$ cat src/rtl/multicycle_mips_control_if.sv
// rtl/multicycle_mips_control_if.sv - controller-to-datapath/memory control bus
interface multicycle_mips_control_if #(
    parameter int STATE_W = 4
);
    // status coming back from the datapath and memory
    logic [5:0]         opcode;
    logic               zero;
    logic               rs_neg;
    logic               n_flag;
    logic               mem_ready;

    // control driven by the controller
    logic               pc_write;
    logic [1:0]         iord;
    logic               mem_read;
    logic               mem_write;
    logic               mem_data_src;
    logic               ir_write;
    logic [1:0]         reg_dst;
    logic [1:0]         mem_to_reg;
    logic               reg_write;
    logic               alu_src_a;
    logic [1:0]         alu_src_b;
    logic               zext;
    logic [1:0]         alu_op;
    logic [1:0]         pc_source;
    logic               illegal;
    logic [STATE_W-1:0] state;

    modport master (
        input  opcode, zero, rs_neg, n_flag, mem_ready,
        output pc_write, iord, mem_read, mem_write, mem_data_src, ir_write,
               reg_dst, mem_to_reg, reg_write, alu_src_a, alu_src_b, zext,
               alu_op, pc_source, illegal, state
    );

    modport slave (
        output opcode, zero, rs_neg, n_flag, mem_ready,
        input  pc_write, iord, mem_read, mem_write, mem_data_src, ir_write,
               reg_dst, mem_to_reg, reg_write, alu_src_a, alu_src_b, zext,
               alu_op, pc_source, illegal, state
    );
endinterface

$ cat src/rtl/multicycle_mips_control.sv
// rtl/multicycle_mips_control.sv - multicycle MIPS-lite control state machine
module multicycle_mips_control #(
    parameter int STATE_W = 4
) (
    input  logic                          clk,
    input  logic                          reset,
    multicycle_mips_control_if.master     bus
);
    localparam logic [5:0] OP_R      = 6'd0;
    localparam logic [5:0] OP_LW     = 6'd35;
    localparam logic [5:0] OP_SW     = 6'd43;
    localparam logic [5:0] OP_BEQ    = 6'd4;
    localparam logic [5:0] OP_J      = 6'd2;
    localparam logic [5:0] OP_ORI    = 6'd13;
    localparam logic [5:0] OP_BLTZAL = 6'd34;
    localparam logic [5:0] OP_JSPAL  = 6'd19;
    localparam logic [5:0] OP_BALN   = 6'd27;

    typedef enum logic [3:0] {
        FETCH   = 4'd0,
        DECODE  = 4'd1,
        MEMADR  = 4'd2,
        MEMRD   = 4'd3,
        MEMWB   = 4'd4,
        MEMWR   = 4'd5,
        RTEXEC  = 4'd6,
        RTWB    = 4'd7,
        BEQ     = 4'd8,
        JUMP    = 4'd9,
        ORIEXEC = 4'd10,
        ORIWB   = 4'd11,
        BLTZAL  = 4'd12,
        BALN    = 4'd13,
        JSPAL   = 4'd14,
        UNUSED  = 4'd15
    } state_t;

    state_t state_q;
    state_t state_d;

    assign bus.state = STATE_W'(state_q);

    // state register; reset lands in FETCH
    always_ff @(posedge clk) begin
        if (reset) begin
            state_q <= FETCH;
        end else begin
            state_q <= state_d;
        end
    end

    // next-state and control decode; reset forces every control output low
    always_comb begin
        state_d          = FETCH;
        bus.pc_write     = 1'b0;
        bus.iord         = 2'b00;
        bus.mem_read     = 1'b0;
        bus.mem_write    = 1'b0;
        bus.mem_data_src = 1'b0;
        bus.ir_write     = 1'b0;
        bus.reg_dst      = 2'b00;
        bus.mem_to_reg   = 2'b00;
        bus.reg_write    = 1'b0;
        bus.alu_src_a    = 1'b0;
        bus.alu_src_b    = 2'b00;
        bus.zext         = 1'b0;
        bus.alu_op       = 2'b00;
        bus.pc_source    = 2'b00;
        bus.illegal      = 1'b0;

        if (!reset) begin
            unique case (state_q)
                FETCH: begin
                    bus.mem_read  = 1'b1;
                    bus.alu_src_b = 2'b01;
                    if (bus.mem_ready) begin
                        bus.ir_write = 1'b1;
                        bus.pc_write = 1'b1;
                        state_d      = DECODE;
                    end else begin
                        state_d      = FETCH;
                    end
                end
                DECODE: begin
                    // ALUOut picks up the branch target while the opcode is decoded
                    bus.alu_src_b = 2'b11;
                    case (bus.opcode)
                        OP_LW, OP_SW: state_d = MEMADR;
                        OP_R:         state_d = RTEXEC;
                        OP_ORI:       state_d = ORIEXEC;
                        OP_BEQ:       state_d = BEQ;
                        OP_J:         state_d = JUMP;
                        OP_BLTZAL:    state_d = BLTZAL;
                        OP_BALN:      state_d = BALN;
                        OP_JSPAL:     state_d = JSPAL;
                        default: begin
                            bus.illegal = 1'b1;
                            state_d     = FETCH;
                        end
                    endcase
                end
                MEMADR: begin
                    bus.alu_src_a = 1'b1;
                    bus.alu_src_b = 2'b10;
                    // IR is stable, so the opcode still tells load from store
                    state_d = (bus.opcode == OP_LW) ? MEMRD : MEMWR;
                end
                MEMRD: begin
                    bus.mem_read = 1'b1;
                    bus.iord     = 2'b01;
                    state_d      = bus.mem_ready ? MEMWB : MEMRD;
                end
                MEMWB: begin
                    bus.reg_write  = 1'b1;
                    bus.mem_to_reg = 2'b01;
                end
                MEMWR: begin
                    bus.mem_write = 1'b1;
                    bus.iord      = 2'b01;
                    state_d       = bus.mem_ready ? FETCH : MEMWR;
                end
                RTEXEC: begin
                    bus.alu_src_a = 1'b1;
                    bus.alu_op    = 2'b10;
                    state_d       = RTWB;
                end
                RTWB: begin
                    bus.reg_write = 1'b1;
                    bus.reg_dst   = 2'b01;
                end
                BEQ: begin
                    bus.alu_src_a = 1'b1;
                    bus.alu_op    = 2'b01;
                    bus.pc_source = 2'b01;
                    bus.pc_write  = bus.zero;
                end
                JUMP: begin
                    bus.pc_source = 2'b10;
                    bus.pc_write  = 1'b1;
                end
                ORIEXEC: begin
                    bus.alu_src_a = 1'b1;
                    bus.alu_src_b = 2'b10;
                    bus.zext      = 1'b1;
                    bus.alu_op    = 2'b11;
                    state_d       = ORIWB;
                end
                ORIWB: begin
                    bus.reg_write = 1'b1;
                end
                BLTZAL: begin
                    // link and branch share the cycle; PC already holds PC+4
                    bus.pc_source  = 2'b01;
                    bus.reg_dst    = 2'b10;
                    bus.mem_to_reg = 2'b10;
                    bus.pc_write   = bus.rs_neg;
                    bus.reg_write  = bus.rs_neg;
                end
                BALN: begin
                    bus.pc_source  = 2'b10;
                    bus.reg_dst    = 2'b10;
                    bus.mem_to_reg = 2'b10;
                    bus.pc_write   = bus.n_flag;
                    bus.reg_write  = bus.n_flag;
                end
                JSPAL: begin
                    // return address goes out first; PC only moves once the store lands
                    bus.mem_write    = 1'b1;
                    bus.iord         = 2'b10;
                    bus.mem_data_src = 1'b1;
                    bus.pc_source    = 2'b10;
                    bus.pc_write     = bus.mem_ready;
                    state_d          = bus.mem_ready ? FETCH : JSPAL;
                end
                default: begin
                    state_d = FETCH;
                end
            endcase
        end
    end
endmodule

$ cat src/flat_wrapper.sv
// flat-port wrapper written by rule: the top's interface ports become plain ports
module multicycle_mips_control_flat 
#(
    parameter int STATE_W = 4
)
  (clk, reset, bus_opcode, bus_zero, bus_rs_neg, bus_n_flag, bus_mem_ready, bus_pc_write, bus_iord, bus_mem_read, bus_mem_write, bus_mem_data_src, bus_ir_write, bus_reg_dst, bus_mem_to_reg, bus_reg_write, bus_alu_src_a, bus_alu_src_b, bus_zext, bus_alu_op, bus_pc_source, bus_illegal, bus_state);
  multicycle_mips_control_if #(.STATE_W(STATE_W)) bus_i ();
  input  logic clk;
  input  logic reset;
  input wire logic [$bits(bus_i.opcode)-1:0] bus_opcode;
  input wire logic [$bits(bus_i.zero)-1:0] bus_zero;
  input wire logic [$bits(bus_i.rs_neg)-1:0] bus_rs_neg;
  input wire logic [$bits(bus_i.n_flag)-1:0] bus_n_flag;
  input wire logic [$bits(bus_i.mem_ready)-1:0] bus_mem_ready;
  output wire logic [$bits(bus_i.pc_write)-1:0] bus_pc_write;
  output wire logic [$bits(bus_i.iord)-1:0] bus_iord;
  output wire logic [$bits(bus_i.mem_read)-1:0] bus_mem_read;
  output wire logic [$bits(bus_i.mem_write)-1:0] bus_mem_write;
  output wire logic [$bits(bus_i.mem_data_src)-1:0] bus_mem_data_src;
  output wire logic [$bits(bus_i.ir_write)-1:0] bus_ir_write;
  output wire logic [$bits(bus_i.reg_dst)-1:0] bus_reg_dst;
  output wire logic [$bits(bus_i.mem_to_reg)-1:0] bus_mem_to_reg;
  output wire logic [$bits(bus_i.reg_write)-1:0] bus_reg_write;
  output wire logic [$bits(bus_i.alu_src_a)-1:0] bus_alu_src_a;
  output wire logic [$bits(bus_i.alu_src_b)-1:0] bus_alu_src_b;
  output wire logic [$bits(bus_i.zext)-1:0] bus_zext;
  output wire logic [$bits(bus_i.alu_op)-1:0] bus_alu_op;
  output wire logic [$bits(bus_i.pc_source)-1:0] bus_pc_source;
  output wire logic [$bits(bus_i.illegal)-1:0] bus_illegal;
  output wire logic [$bits(bus_i.state)-1:0] bus_state;
  assign bus_i.opcode = bus_opcode;
  assign bus_i.zero = bus_zero;
  assign bus_i.rs_neg = bus_rs_neg;
  assign bus_i.n_flag = bus_n_flag;
  assign bus_i.mem_ready = bus_mem_ready;
  assign bus_pc_write = bus_i.pc_write;
  assign bus_iord = bus_i.iord;
  assign bus_mem_read = bus_i.mem_read;
  assign bus_mem_write = bus_i.mem_write;
  assign bus_mem_data_src = bus_i.mem_data_src;
  assign bus_ir_write = bus_i.ir_write;
  assign bus_reg_dst = bus_i.reg_dst;
  assign bus_mem_to_reg = bus_i.mem_to_reg;
  assign bus_reg_write = bus_i.reg_write;
  assign bus_alu_src_a = bus_i.alu_src_a;
  assign bus_alu_src_b = bus_i.alu_src_b;
  assign bus_zext = bus_i.zext;
  assign bus_alu_op = bus_i.alu_op;
  assign bus_pc_source = bus_i.pc_source;
  assign bus_illegal = bus_i.illegal;
  assign bus_state = bus_i.state;
  multicycle_mips_control #(.STATE_W(STATE_W)) u_core (.clk(clk), .reset(reset), .bus(bus_i));
endmodule
$ cat config.mk
export PLATFORM = sky130hd
export DESIGN_NAME = multicycle_mips_control_flat
export DESIGN_NICKNAME = d
export VERILOG_FILES = /design/src/rtl/multicycle_mips_control_if.sv /design/src/rtl/multicycle_mips_control.sv /design/src/flat_wrapper.sv
export SDC_FILE = /design/constraint.sdc
export NUM_CORES = 1
export LEC_CHECK = 0
export BUFFER_PORTS_ARGS = -buffer_cell sky130_fd_sc_hd__buf_4
export CELL_PAD_IN_SITES_DETAIL_PLACEMENT = 0
export CELL_PAD_IN_SITES_GLOBAL_PLACEMENT = 1
export CORE_ASPECT_RATIO = 0.6
export CORE_UTILIZATION = 28
export DETAILED_ROUTE_END_ITERATION = 12
export PLACE_DENSITY = 0.87
export SETUP_SLACK_MARGIN = 0.02
export SYNTH_ARGS = -nofsm -noshare
export SYNTH_HDL_FRONTEND = slang
export SYNTH_SLANG_ARGS = --single-unit
$ cat constraint.sdc
create_clock -name clk -period 1.4 [get_ports clk]
set_clock_uncertainty 0.1 [all_clocks]
set_input_delay 0.14 -clock clk [delete_from_list [all_inputs] [get_ports clk]]
set_output_delay 0.14 -clock clk [all_outputs]
set_load 0.005 [all_outputs]
# --- Word-level counts from Yosys, hierarchy flattened ---
# Index checks and enable logic that the tools add are counted.
totals:
  register_bits: 4
  input_bits: 12
  out_inout_bits: 25
  wordCells: 75
op_classes:
  eq_ne: 22
  mux: 39
  n_reduce_logical: 13
ops:
  columns: ["operator", "count"]
  rows:
  - ["$pmux W4 S8", 2]
  - ["$eq A4 B4 Y1 const B", 7]
  - ["$mux W1", 19]
  - ["$eq A6 B6 Y1 const B", 3]
  - ["$eq A4 B3 Y1 const B", 4]
  - ["$pmux W2 S2", 4]
  - ["$reduce_or A2 Y1", 7]
  - ["$eq A6 B5 Y1 const B", 2]
  - ["$mux W2", 6]
  - ["$pmux W2 S3", 2]
  - ["$mux W3", 3]
  - ["$reduce_or A9 Y1", 1]
  - ["$eq A4 B2 Y1 const B", 2]
  - ["$eq A6 B2 Y1 const B", 1]
  - ["$eq A6 B3 Y1 const B", 1]
  - ["$eq A6 B4 Y1 const B", 1]
  - ["$logic_not A6 Y1", 1]
  - ["$pmux W1 S6", 1]
  - ["$reduce_or A3 Y1", 2]
  - ["$eq A4 B1 Y1 const B", 1]
  - ["$logic_not A4 Y1", 1]
  - ["$mux W4", 1]
  - ["$reduce_or A4 Y1", 1]
  - ["$pmux W1 S3", 1]

# --- Longest topological paths before layout ---
# Gate-level depths: netlist of the first run.
logic_depth:
  depth_word: 5
  mapped_depth: 6
  mapped_depth_nobuf: 4

# --- Worst setup path after synthesis of the first run ---
# No wires, ideal clock.
synth_path:
  path_type: "reg-to-output"
  start: "register u_core.state_q[3], in the netlist u_core.bus.state[3]"
  end: "output bus_reg_dst[1]"
  t_arrival_ns: 1.328
  t_required_ns: 1.160
  setup_slack_ns: -0.168
  stages_incl_launch_ff: 6
  path_buffers: 3
  path_cell_list: "dfxtp_1 > buf_2 > buf_1 > nand2b_1 > nor3_1 > buf_4"
synth_between:
  elab_chain_len: 4
  word_cells_on_any_way: 6
  classes_between: "eq/ne (3); mux (2); reduce/logical (1)"
synth_rtl:
  columns: ["item", "line_no", "rtl"]
  rows:
  - ["start: declaration", "multicycle_mips_control.sv:38", "state_t state_q;"]
  - ["start signal: assignment", "multicycle_mips_control.sv:48", "state_q <= state_d;"]
  - ["$eq A4 B4 Y1", "multicycle_mips_control.sv:72", "unique case (state_q)"]
  - ["$reduce_or A2 Y1 (no line)", null, null]
  - ["$pmux W2 S2 *", "multicycle_mips_control.sv:72", null]
  - ["$mux W2 *", "multicycle_mips_control.sv:71", "if (!reset) begin"]
  - ["end: declaration", "flat_wrapper.sv:21", "output wire logic [$bits(bus_i.reg_dst)-1:0] bus_reg_dst;"]
# Every way passes the cells marked *; elsewhere a longest branch is shown, timed or not.

# --- Worst setup path after layout of the first run ---
layout_path:
  start: "register u_core.state_q[3], in the netlist u_core.bus.state[3]"
  end: "output bus_illegal"
layout_between:
  elab_chain_len: 3
layout_rtl:
  columns: ["item", "line_no", "rtl"]
  rows:
  - ["$eq A4 B1 Y1", "multicycle_mips_control.sv:72", null]
  - ["$mux W1", "multicycle_mips_control.sv:72", null]
  - ["$mux W1", "multicycle_mips_control.sv:71", null]
  - ["end: declaration", "flat_wrapper.sv:29", "output wire logic [$bits(bus_i.illegal)-1:0] bus_illegal;"]
# No other way between the ends.

==> reports/qor.yml, run 1 <==
die_x_um: 70.7
p_per_area_nw_per_um2: 379
vias_per_cell: 6.16
path_buf_inv: 1
swShare_pct: 33.7
dp_hpwl_mm: 2.21
cp_slowest_cell: "or4b_4"
start_kind: "register"
p_sw_w: 0.000230
status: "finished, violations left"
grt_max_degree: 17
critPathTopFamily: "simple AND/OR/NAND/NOR gates"
mostFrequentLayoutCell: "buf_4"
critPathCaptureType: "primary output"
synth_edf_count: 0
final_area_um2: 1800
dieArea_um2: 3060
min-delay-path-class: "primary input to register"
fin_crit_sh_pct: 127
netlist_instances: 121
worst_pin_slew_ns: 0.628
vias: 1373
maxCapViolCount: 0
htreeDepth: 1
critPathMaxFanout: 5
portBuffers: 36
clk_latency_ns: 0.22
overflow: 0
largest_reg_flops: 4
clkSlewWorstSetupHoldPaths_ns: 0.04
yosys.area.top_type_share_pct: 10.1
fin_nets: 205
required_ns: 1.16
rsz0062_at_grt: "true"
grt_pass1_vias: 1286
placed_area_um2: 1260
antenna_found_initial: 0
layout_common_cells: "60 x buf_4, 16 x buf_6, 7 x nor2_1"
layout-drive-gt1-share_pct: 66.5
dr.pass1.iters: 9
comb_power_share_pct: 44.5
areaGrowthSynthToFinish_pct: 127
cts_buffers: 3
fmax_mhz: 560
path_cells: "or4b_4, nor2_4, o311a_1, buf_4"
slowest_delay_ns: 0.58
clockBufferDepth: 2
root_buffer: "clkbuf_8"
fill_cells: 182
wire_per_inst_um: 19.8
critPathKind: "register to primary output"
ios: 37
p_clk_share_pct: 37.6
leakage_nw: 0.772
post-route-min-period_ns: 1.78
dp.cells: 205
core.rowCount: 14
power_frac_seq_pct: 17.9
initial_core_util_pct: 30.6
setup_viol: 25
die_height_um: 43.2
p_int_w: 0.000452
wl_mm: 4.42
grt_pass1_wl_mm: 6.16
yosysSeqAreaShare_pct: 10.1
cts_sinks: 4
syn_area_um2: 793
core_area_um2: 2590
antennaDiodeCount: 0
yosysUniqueCellTypes: 49
synth_area_leaders: "dfxtp_1 10%, nor3_1 6.9%, nor2_1 5.2%"
failed_checks: "DRC, setup timing"
drc_errors: 2
gp_congestion: 0.867
yosysTopAreaCell: "dfxtp_1"
async_flop_share_pct: 0
drtAntennaViolNets: 0
ys_seq_elements: 4
ir_drop_uv: 257
pre_cts_slack_ns: -0.235
final_max_slew_viol_count: 0
arrival_ns: 1.54
drt_iter0_drc: 119
syn_nets: 133
fin_ws_ns: -0.384
ys_warn_count: 0
slew-limit-headroom_pct: 57.1
final_cells: 223
avgSynthCellArea_um2: 6.56
finalHoldViolCount: 0
yosys_most_used_dff: "dfxtp_1"
cts_tree: "done"
grt_util_all_layers_pct: 26.1
==> path summary, 6_finish.rpt <==
kind / start / end / slack [ns] / depth (start not counted)
worst max-delay path: u_core.bus.state[3]$_SDFF_PP0_ / bus_illegal / -0.38 / 4
worst min-delay path: bus_opcode[2] / u_core.bus.state[2]$_SDFF_PP0_ / 0.08 / 2
worst max register to register: u_core.bus.state[3]$_SDFF_PP0_ / u_core.bus.state[0]$_SDFF_PP0_ / -0.31 / 5
worst min register to register: u_core.bus.state[2]$_SDFF_PP0_ / u_core.bus.state[0]$_SDFF_PP0_ / 0.62 / 2
==> stage by stage <==
step	hold WS [ns]	power [W]	util (%)	TNS [ns]
2_1_floorplan	0.143	0.000232	-	-0.348
6_report	0.0826	0.000682	69.4	-5.95
3_5_place_dp	0.308	0.000334	48.5	-1.74
3_3_place_gp	0.292	0.000327	48.5	-1.20
4_1_cts	0.0679	0.000630	64.4	-4.19
5_1_grt	0.0887	0.000710	69.4	-6.72
==> worst register-to-register path: cells and delay by family (launching register included) <==
kind,cells,cell delay (ns)
simple gates,2,0.72
flops,1,0.37
compound gates,2,0.29
buf+inv,1,0.17
==> metal layers <==
layer  vias up  wire, µm  track usage (%)
li1        598         -                -
met1       640      1820             31.9
met2       106      2030             42.7
met3        29       425             8.31
met4         0       142             10.8
met5         -         0                0
==> power groups by stage <==
stage	Combinational, W	Sequential (W)	Clock (W)
after floorplan	0.000108	0.000123	0
after global placement	0.000202	0.000126	0
after detailed placement	0.000208	0.000126	0
after CTS	0.000258	0.000121	0.000252
after global routing	0.000318	0.000122	0.000270
final	0.000304	0.000122	0.000256
==> synthesized netlist by cell type (2+ instances only) <==
cell type / number
a31oi_1: 3
nand2_1: 8
nor4b_1: 2
buf_1: 2
buf_2: 7
inv_1: 2
dfxtp_1: 4
nor3_1: 11
buf_4: 2
o21ai_0: 5
a21oi_1: 8
nor2_1: 11
a22oi_1: 2
nor2b_1: 4
o22ai_1: 3
clkbuf_1: 3
nand3_1: 4
or3_1: 5
xnor2_1: 2
nand2b_1: 4
==> logic make-up (layout without fill, tap and decap cells) <==
family                    after synthesis  in the layout  share of synthesized area [%]
AOI/OAI and AO/OA                      34             34                           29.2
and+or+nand+nor                        62             62                           45.0
muxes                                   1              1                           1.42
buffers and inverters                  17             87                           11.0
DFF                                     4              4                           10.1
xor gates and xnor gates                3              3                           3.31
==> repair_timing <==
| action | 4_1_cts | 5_1_grt |
|---|---|---|
| resized for setup | 63 | 21 |
| hold buffers | 0 | 0 |
| buffers inserted | 9 | 9 |
| setup endpoints to repair | 25 | 25 |
| pin swaps | 16 | 16 |
==> layout make-up <==
cell class,instances,area [µm²],area share (%)
well taps,32,40.0,2.23
clock buffers,3,41.3,2.29
flip-flops and latches,4,95.1,5.29
multi-input cells,100,875,48.6
inverters,2,7.51,0.417
repair buffers,82,741,41.2
No activity file was read; power rests on OpenSTA's default activity.
==> run 2: changes to the inputs <==
--- a/config.mk
+++ b/config.mk
@@ -5,13 +5,14 @@
 export SDC_FILE = /design/constraint.sdc
 export NUM_CORES = 1
 export LEC_CHECK = 0
+export ABC_AREA = 1
 export BUFFER_PORTS_ARGS = -buffer_cell sky130_fd_sc_hd__buf_4
 export CELL_PAD_IN_SITES_DETAIL_PLACEMENT = 0
 export CELL_PAD_IN_SITES_GLOBAL_PLACEMENT = 1
 export CORE_ASPECT_RATIO = 0.6
-export CORE_UTILIZATION = 28
+export CORE_UTILIZATION = 24
 export DETAILED_ROUTE_END_ITERATION = 12
-export PLACE_DENSITY = 0.87
+export PLACE_DENSITY = 0.86
 export SETUP_SLACK_MARGIN = 0.02
 export SYNTH_ARGS = -nofsm -noshare
 export SYNTH_HDL_FRONTEND = slang
==> reports/qor.yml, run 2 <==
status: "finished, violations left"
failed_checks: "DRC, setup timing"
core_area_um2: 2590
slew-limit-headroom_pct: 77.9
cts_buffers: 3
yosysSeqAreaShare_pct: 11.8
hold_buffers: 0
maxCapViolCount: 0
holdWs_ns: 0.181
fin_ws_ns: -0.165
setup_viol: 16
vias: 1050
path_cells: "nand2_1, nor2_4, inv_2, nand2_1, nand2_1, a31oi_1, buf_4"
yosysTopAreaCell: "nand2_1"
async_flop_share_pct: 0
min-delay-path-class: "primary input to register"
finalHoldViolCount: 0
arrival_ns: 1.33
layout_common_cells: "51 x buf_4, 28 x nand2_1, 21 x nor2_1"
core.rowCount: 14
top_usage_layer: "met1"
slowest_delay_ns: 0.38
p_per_area_nw_per_um2: 438
wire_per_inst_um: 11.3
grt_pass1_vias: 928
cp_slowest_cell: "dfxtp_4"
root_buffer: "clkbuf_8"
synth_most_common_cell: "nand2_1"
yosys_most_used_dff: "dfxtp_1"
netlist_top_cells_count: "33 x nand2_1, 26 x nor2_1, 21 x inv_1, 13 x a21oi_1, 13 x nand3_1"
gp_congestion: 0.926
rrSetupSlack_ns: 0.08
drc_errors: 4
layout-drive-gt1-share_pct: 47.9
rsz0062_at_grt: "true"
fill_cells: 268
clkSlewWorstSetupHoldPaths_ns: 0.03
ys_warn_count: 0
antenna_found_initial: 0
cts_sinks: 4
fin_nets: 206
antennaDiodeCount: 0
final_max_slew_viol_count: 0
fin_crit_sh_pct: 112
pre_cts_slack_ns: -0.0574
start_kind: "register"
synth_area_leaders: "nand2_1 18%, nor2_1 14%, dfxtp_1 12%"
yosys.area.top_type_share_pct: 18.2
areaGrowthSynthToFinish_pct: 84.7
cp_common_cell: "nand2_1"
grt_pass1_wl_mm: 4.14
ys_seq_elements: 4
cts_tree: "done"
vias_per_cell: 4.69
portBuffers: 36
dp_hpwl_mm: 1.98
clockBufferDepth: 2
leakage_nw: 0.674
placed_area_um2: 1080
initial_core_util_pct: 26.3
ir_drop_uv: 245
critPathCaptureType: "primary output"
wl_mm: 2.53
grt_util_all_layers_pct: 17.3
drt_iter0_drc: 87
dieArea_um2: 3060
dr.pass1.iters: 10
ios: 37
post-route-min-period_ns: 1.57
final_cells: 224
required_ns: 1.16
final_area_um2: 1260
critPathKind: "register to primary output"
syn_area_um2: 681
critPathMaxFanout: 6
clk_latency_ns: 0.22
drtAntennaViolNets: 0
dp.cells: 219
largest_reg_flops: 4
avgSynthCellArea_um2: 4.90
die_x_um: 70.8
grt_max_degree: 23
htreeDepth: 1
die_height_um: 43.3
worst_pin_slew_ns: 0.330
use_met3_pct: 5.46
mostFrequentLayoutCell: "buf_4"
grt_use_met1_pct: 25.8
netlist_instances: 139
fmax_mhz: 639
overflow: 0
synth_edf_count: 0
grtUsageMet2_pct: 24.4
yosysUniqueCellTypes: 20
syn_nets: 151
==> run 2: cell types whose count changed after synthesis, moves of 5 or more <==
cell     previous run  this run
nand2_1             8        33
inv_1               2        21
nor2_1             11        26
nand3_1             4        13
buf_2               7         0
a21oi_1             8        13
nor3_1             11         6
or3_1               5         0
==> run 2: critical path: cells and delay by family, from the launching register on <==
kind / cells / cell delay (ns)
simple gates: 4 / 0.36
compound gates: 1 / 0.16
buf+inv: 2 / 0.19
flops: 1 / 0.38
==> run 2: what timing repair did <==
item	CTS	global route
setup buffers	2	0
endpoints found under the setup margin	22	23
resized for setup	28	9
endpoints found under the hold margin	0	0
pin swaps	9	6
==> run 2: area by class of cell <==
class | instances | area [µm²] | share of cell area [%]
Multi-Input combinational cell | 105 | 559 | 44.5
Tap cell | 32 | 40.0 | 3.18
Inverter | 25 | 96.3 | 7.66
Sequential cell | 4 | 92.6 | 7.36
Timing Repair Buffer | 55 | 428 | 34.0
Clock buffer | 3 | 41.3 | 3.28
==> run 2: cell families after synthesis <==
logic type / after synthesis / share of synthesized area [%]
simple gates: 87 / 55.5
flops: 4 / 11.8
compound gates: 18 / 14.0
buf+inv: 30 / 18.7
==> run 2: power by group <==
group	switching, W	internal, W	leakage (nW)
clock	0.0000576	0.000183	0.0216
sequential	0.00000647	0.000114	0.0352
combinational	0.0000973	0.0000918	0.617
total	0.000161	0.000389	0.674
==> run 2: final timing paths <==
path / start / to / cells past startpoint
max: u_core.bus.state[3]$_SDFF_PP0_ / bus_pc_write / 7
min: reset / u_core.bus.state[0]$_SDFF_PP0_ / 2
max reg2reg: u_core.bus.state[2]$_SDFF_PP0_ / u_core.bus.state[1]$_SDFF_PP0_ / 7
min reg2reg: u_core.bus.state[3]$_SDFF_PP0_ / u_core.bus.state[3]$_SDFF_PP0_ / 3
==> run 2: per-layer routing <==
layer | vias up | share of wire [%]
met5 | - | 0
met4 | 0 | 0
met3 | 0 | 8.1
met2 | 33 | 41
met1 | 473 | 51
li1 | 544 | -
==> run 2: metrics by stage <==
stage / setup TNS, ns / total power [W] / utilization [%]
finish: -1.36 / 0.000550 / 48.5
global route: -2.66 / 0.000584 / 48.5
CTS: -1.44 / 0.000543 / 47.2
detailed placement: -0.0864 / 0.000288 / 41.8
global placement: -0.0605 / 0.000287 / 41.8
floorplan: 0 / 0.000199 / -
==> run 3: changes to the inputs <==
--- a/config.mk
+++ b/config.mk
@@ -10,10 +10,12 @@
 export CELL_PAD_IN_SITES_DETAIL_PLACEMENT = 0
 export CELL_PAD_IN_SITES_GLOBAL_PLACEMENT = 1
 export CORE_ASPECT_RATIO = 0.6
-export CORE_UTILIZATION = 24
+export CORE_UTILIZATION = 25
+export CTS_BUF_LIST = sky130_fd_sc_hd__clkbuf_8
 export DETAILED_ROUTE_END_ITERATION = 12
-export PLACE_DENSITY = 0.86
+export PLACE_DENSITY = 0.89
 export SETUP_SLACK_MARGIN = 0.02
+export SLEW_MARGIN = 20
 export SYNTH_ARGS = -nofsm -noshare
 export SYNTH_HDL_FRONTEND = slang
 export SYNTH_SLANG_ARGS = --single-unit
==> reports/qor.yml, run 3 (same netlist as run 2, synthesis figures left out) <==
drtAntennaViolNets: 0
totalPowerFinal_w: 0.000571
p_sw_w: 0.000177
worst_pin_slew_ns: 0.336
core.rowCount: 14
arrival_ns: 1.38
slowest_delay_ns: 0.35
utilization_pct: 52.6
grt_pass1_wl_mm: 4.52
dieArea_um2: 2940
finalHoldViolCount: 0
wl_mm: 2.70
cts_tree: "done"
p_per_area_nw_per_um2: 428
dr.pass1.iters: 4
ir_drop_uv: 327
vias: 1089
start_kind: "register"
areaGrowthSynthToFinish_pct: 96.1
mostFrequentLayoutCell: "buf_4"
required_ns: 1.16
final_max_slew_viol_count: 0
cts_sinks: 4
wire_per_inst_um: 11.9
tns_ns: -1.76
p_clk_share_pct: 44.0
die_height_um: 42.4
leakage_nw: 0.703
fill_cells: 259
overflow: 0
drc_errors: 0
cts_buffers: 3
post-route-min-period_ns: 1.62
rsz0062_at_grt: "true"
drt_iter0_drc: 68
clkSlewWorstSetupHoldPaths_ns: 0.03
seq_area_um2: 95.1
fin_nets: 209
dp_hpwl_mm: 1.99
fin_crit_sh_pct: 115
grt_max_degree: 23
maxCapViolCount: 0
critPathCaptureType: "primary output"
fin_ws_ns: -0.215
antennaDiodeCount: 0
grt_pass1_vias: 984
core_area_um2: 2540
min-delay-path-class: "primary input to register"
root_buffer: "clkbuf_8"
ios: 37
critPathKind: "register to primary output"
clockBufferDepth: 2
swShare_pct: 31.0
portBuffers: 36
p_int_w: 0.000394
cp_slowest_cell: "dfxtp_4"
failed_checks: "setup timing"
fmax_mhz: 619
antenna_found_initial: 0
hold_buffers: 0
dp.cells: 221
setup_viol: 17
power_frac_seq_pct: 20.8
vias_per_cell: 4.80
grt_util_all_layers_pct: 19.9
pre_cts_slack_ns: -0.0211
htreeDepth: 1
final_cells: 227
comb_power_share_pct: 35.3
clk_latency_ns: 0.23
die_x_um: 69.4
slew-limit-headroom_pct: 77.5
status: "finished, violations left"
path_cells: "buf_6, nor2_4, inv_2, nor2_4, inv_2, a21oi_1, buf_4"
layout-drive-gt1-share_pct: 51.8
largest_reg_flops: 4
gp_congestion: 0.929
initial_core_util_pct: 26.8
layout_common_cells: "51 x buf_4, 28 x nand2_1, 20 x nor2_1"
multiInputGateArea_um2: 598
critPathMaxFanout: 4
-- run 3: metal layers --
metal	part of all wire (%)	track usage [%]	vias to the layer above
met4	1.0	6.53	0
met1	49	27.2	486
li1	-	-	555
met3	8.2	7.21	4
met5	0	0	-
met2	41	28.7	44
-- run 3: power by group through the flow --
stage | Clock [W] | Sequential, W | Combinational, W
2_1_floorplan | 0 | 0.000124 | 0.0000747
3_3_place_gp | 0 | 0.000123 | 0.000168
3_5_place_dp | 0 | 0.000123 | 0.000169
4_1_cts | 0.000249 | 0.000118 | 0.000193
5_1_grt | 0.000264 | 0.000119 | 0.000220
6_report | 0.000251 | 0.000119 | 0.000201
-- run 3: per-stage QoR --
| step | hold WS [ns] | area, µm² |
|---|---|---|
| 2_1_floorplan | 0.293 | 681 |
| 3_3_place_gp | 0.378 | 1100 |
| 3_5_place_dp | 0.381 | 1100 |
| 4_1_cts | 0.177 | 1290 |
| 5_1_grt | 0.202 | 1340 |
| 6_report | 0.179 | 1340 |
-- run 3: area by class of cell --
| cell class | instances | share of cell area [%] |
|---|---|---|
| sequential | 4 | 7.12 |
| timing repair buffer | 58 | 34.6 |
| tap | 32 | 3.00 |
| clock buffer | 3 | 3.09 |
| inverter | 25 | 7.40 |
| multi-input combinational | 105 | 44.8 |
-- run 3: path summary, 6_finish.rpt --
check,start,endpoint,slack (ns),cells after the start
max,u_core.bus.state[2]$_SDFF_PP0_,bus_mem_read,-0.22,7
min,reset,u_core.bus.state[0]$_SDFF_PP0_,0.18,2
max reg2reg,u_core.bus.state[2]$_SDFF_PP0_,u_core.bus.state[1]$_SDFF_PP0_,0.01,8
min reg2reg,u_core.bus.state[3]$_SDFF_PP0_,u_core.bus.state[3]$_SDFF_PP0_,0.62,3
-- run 3: worst max-delay path: cells and delay by family, from the launching register on --
kind	cells	cell delay [ns]
buf+inv	4	0.42
compound gates	1	0.13
flops	1	0.35
simple gates	2	0.26
-- run 3: repair_timing --
action,CTS,global route
buffers inserted,2,1
resized for setup,43,9
cloned,0,0
setup endpoints to repair,22,24
pin swaps,12,4
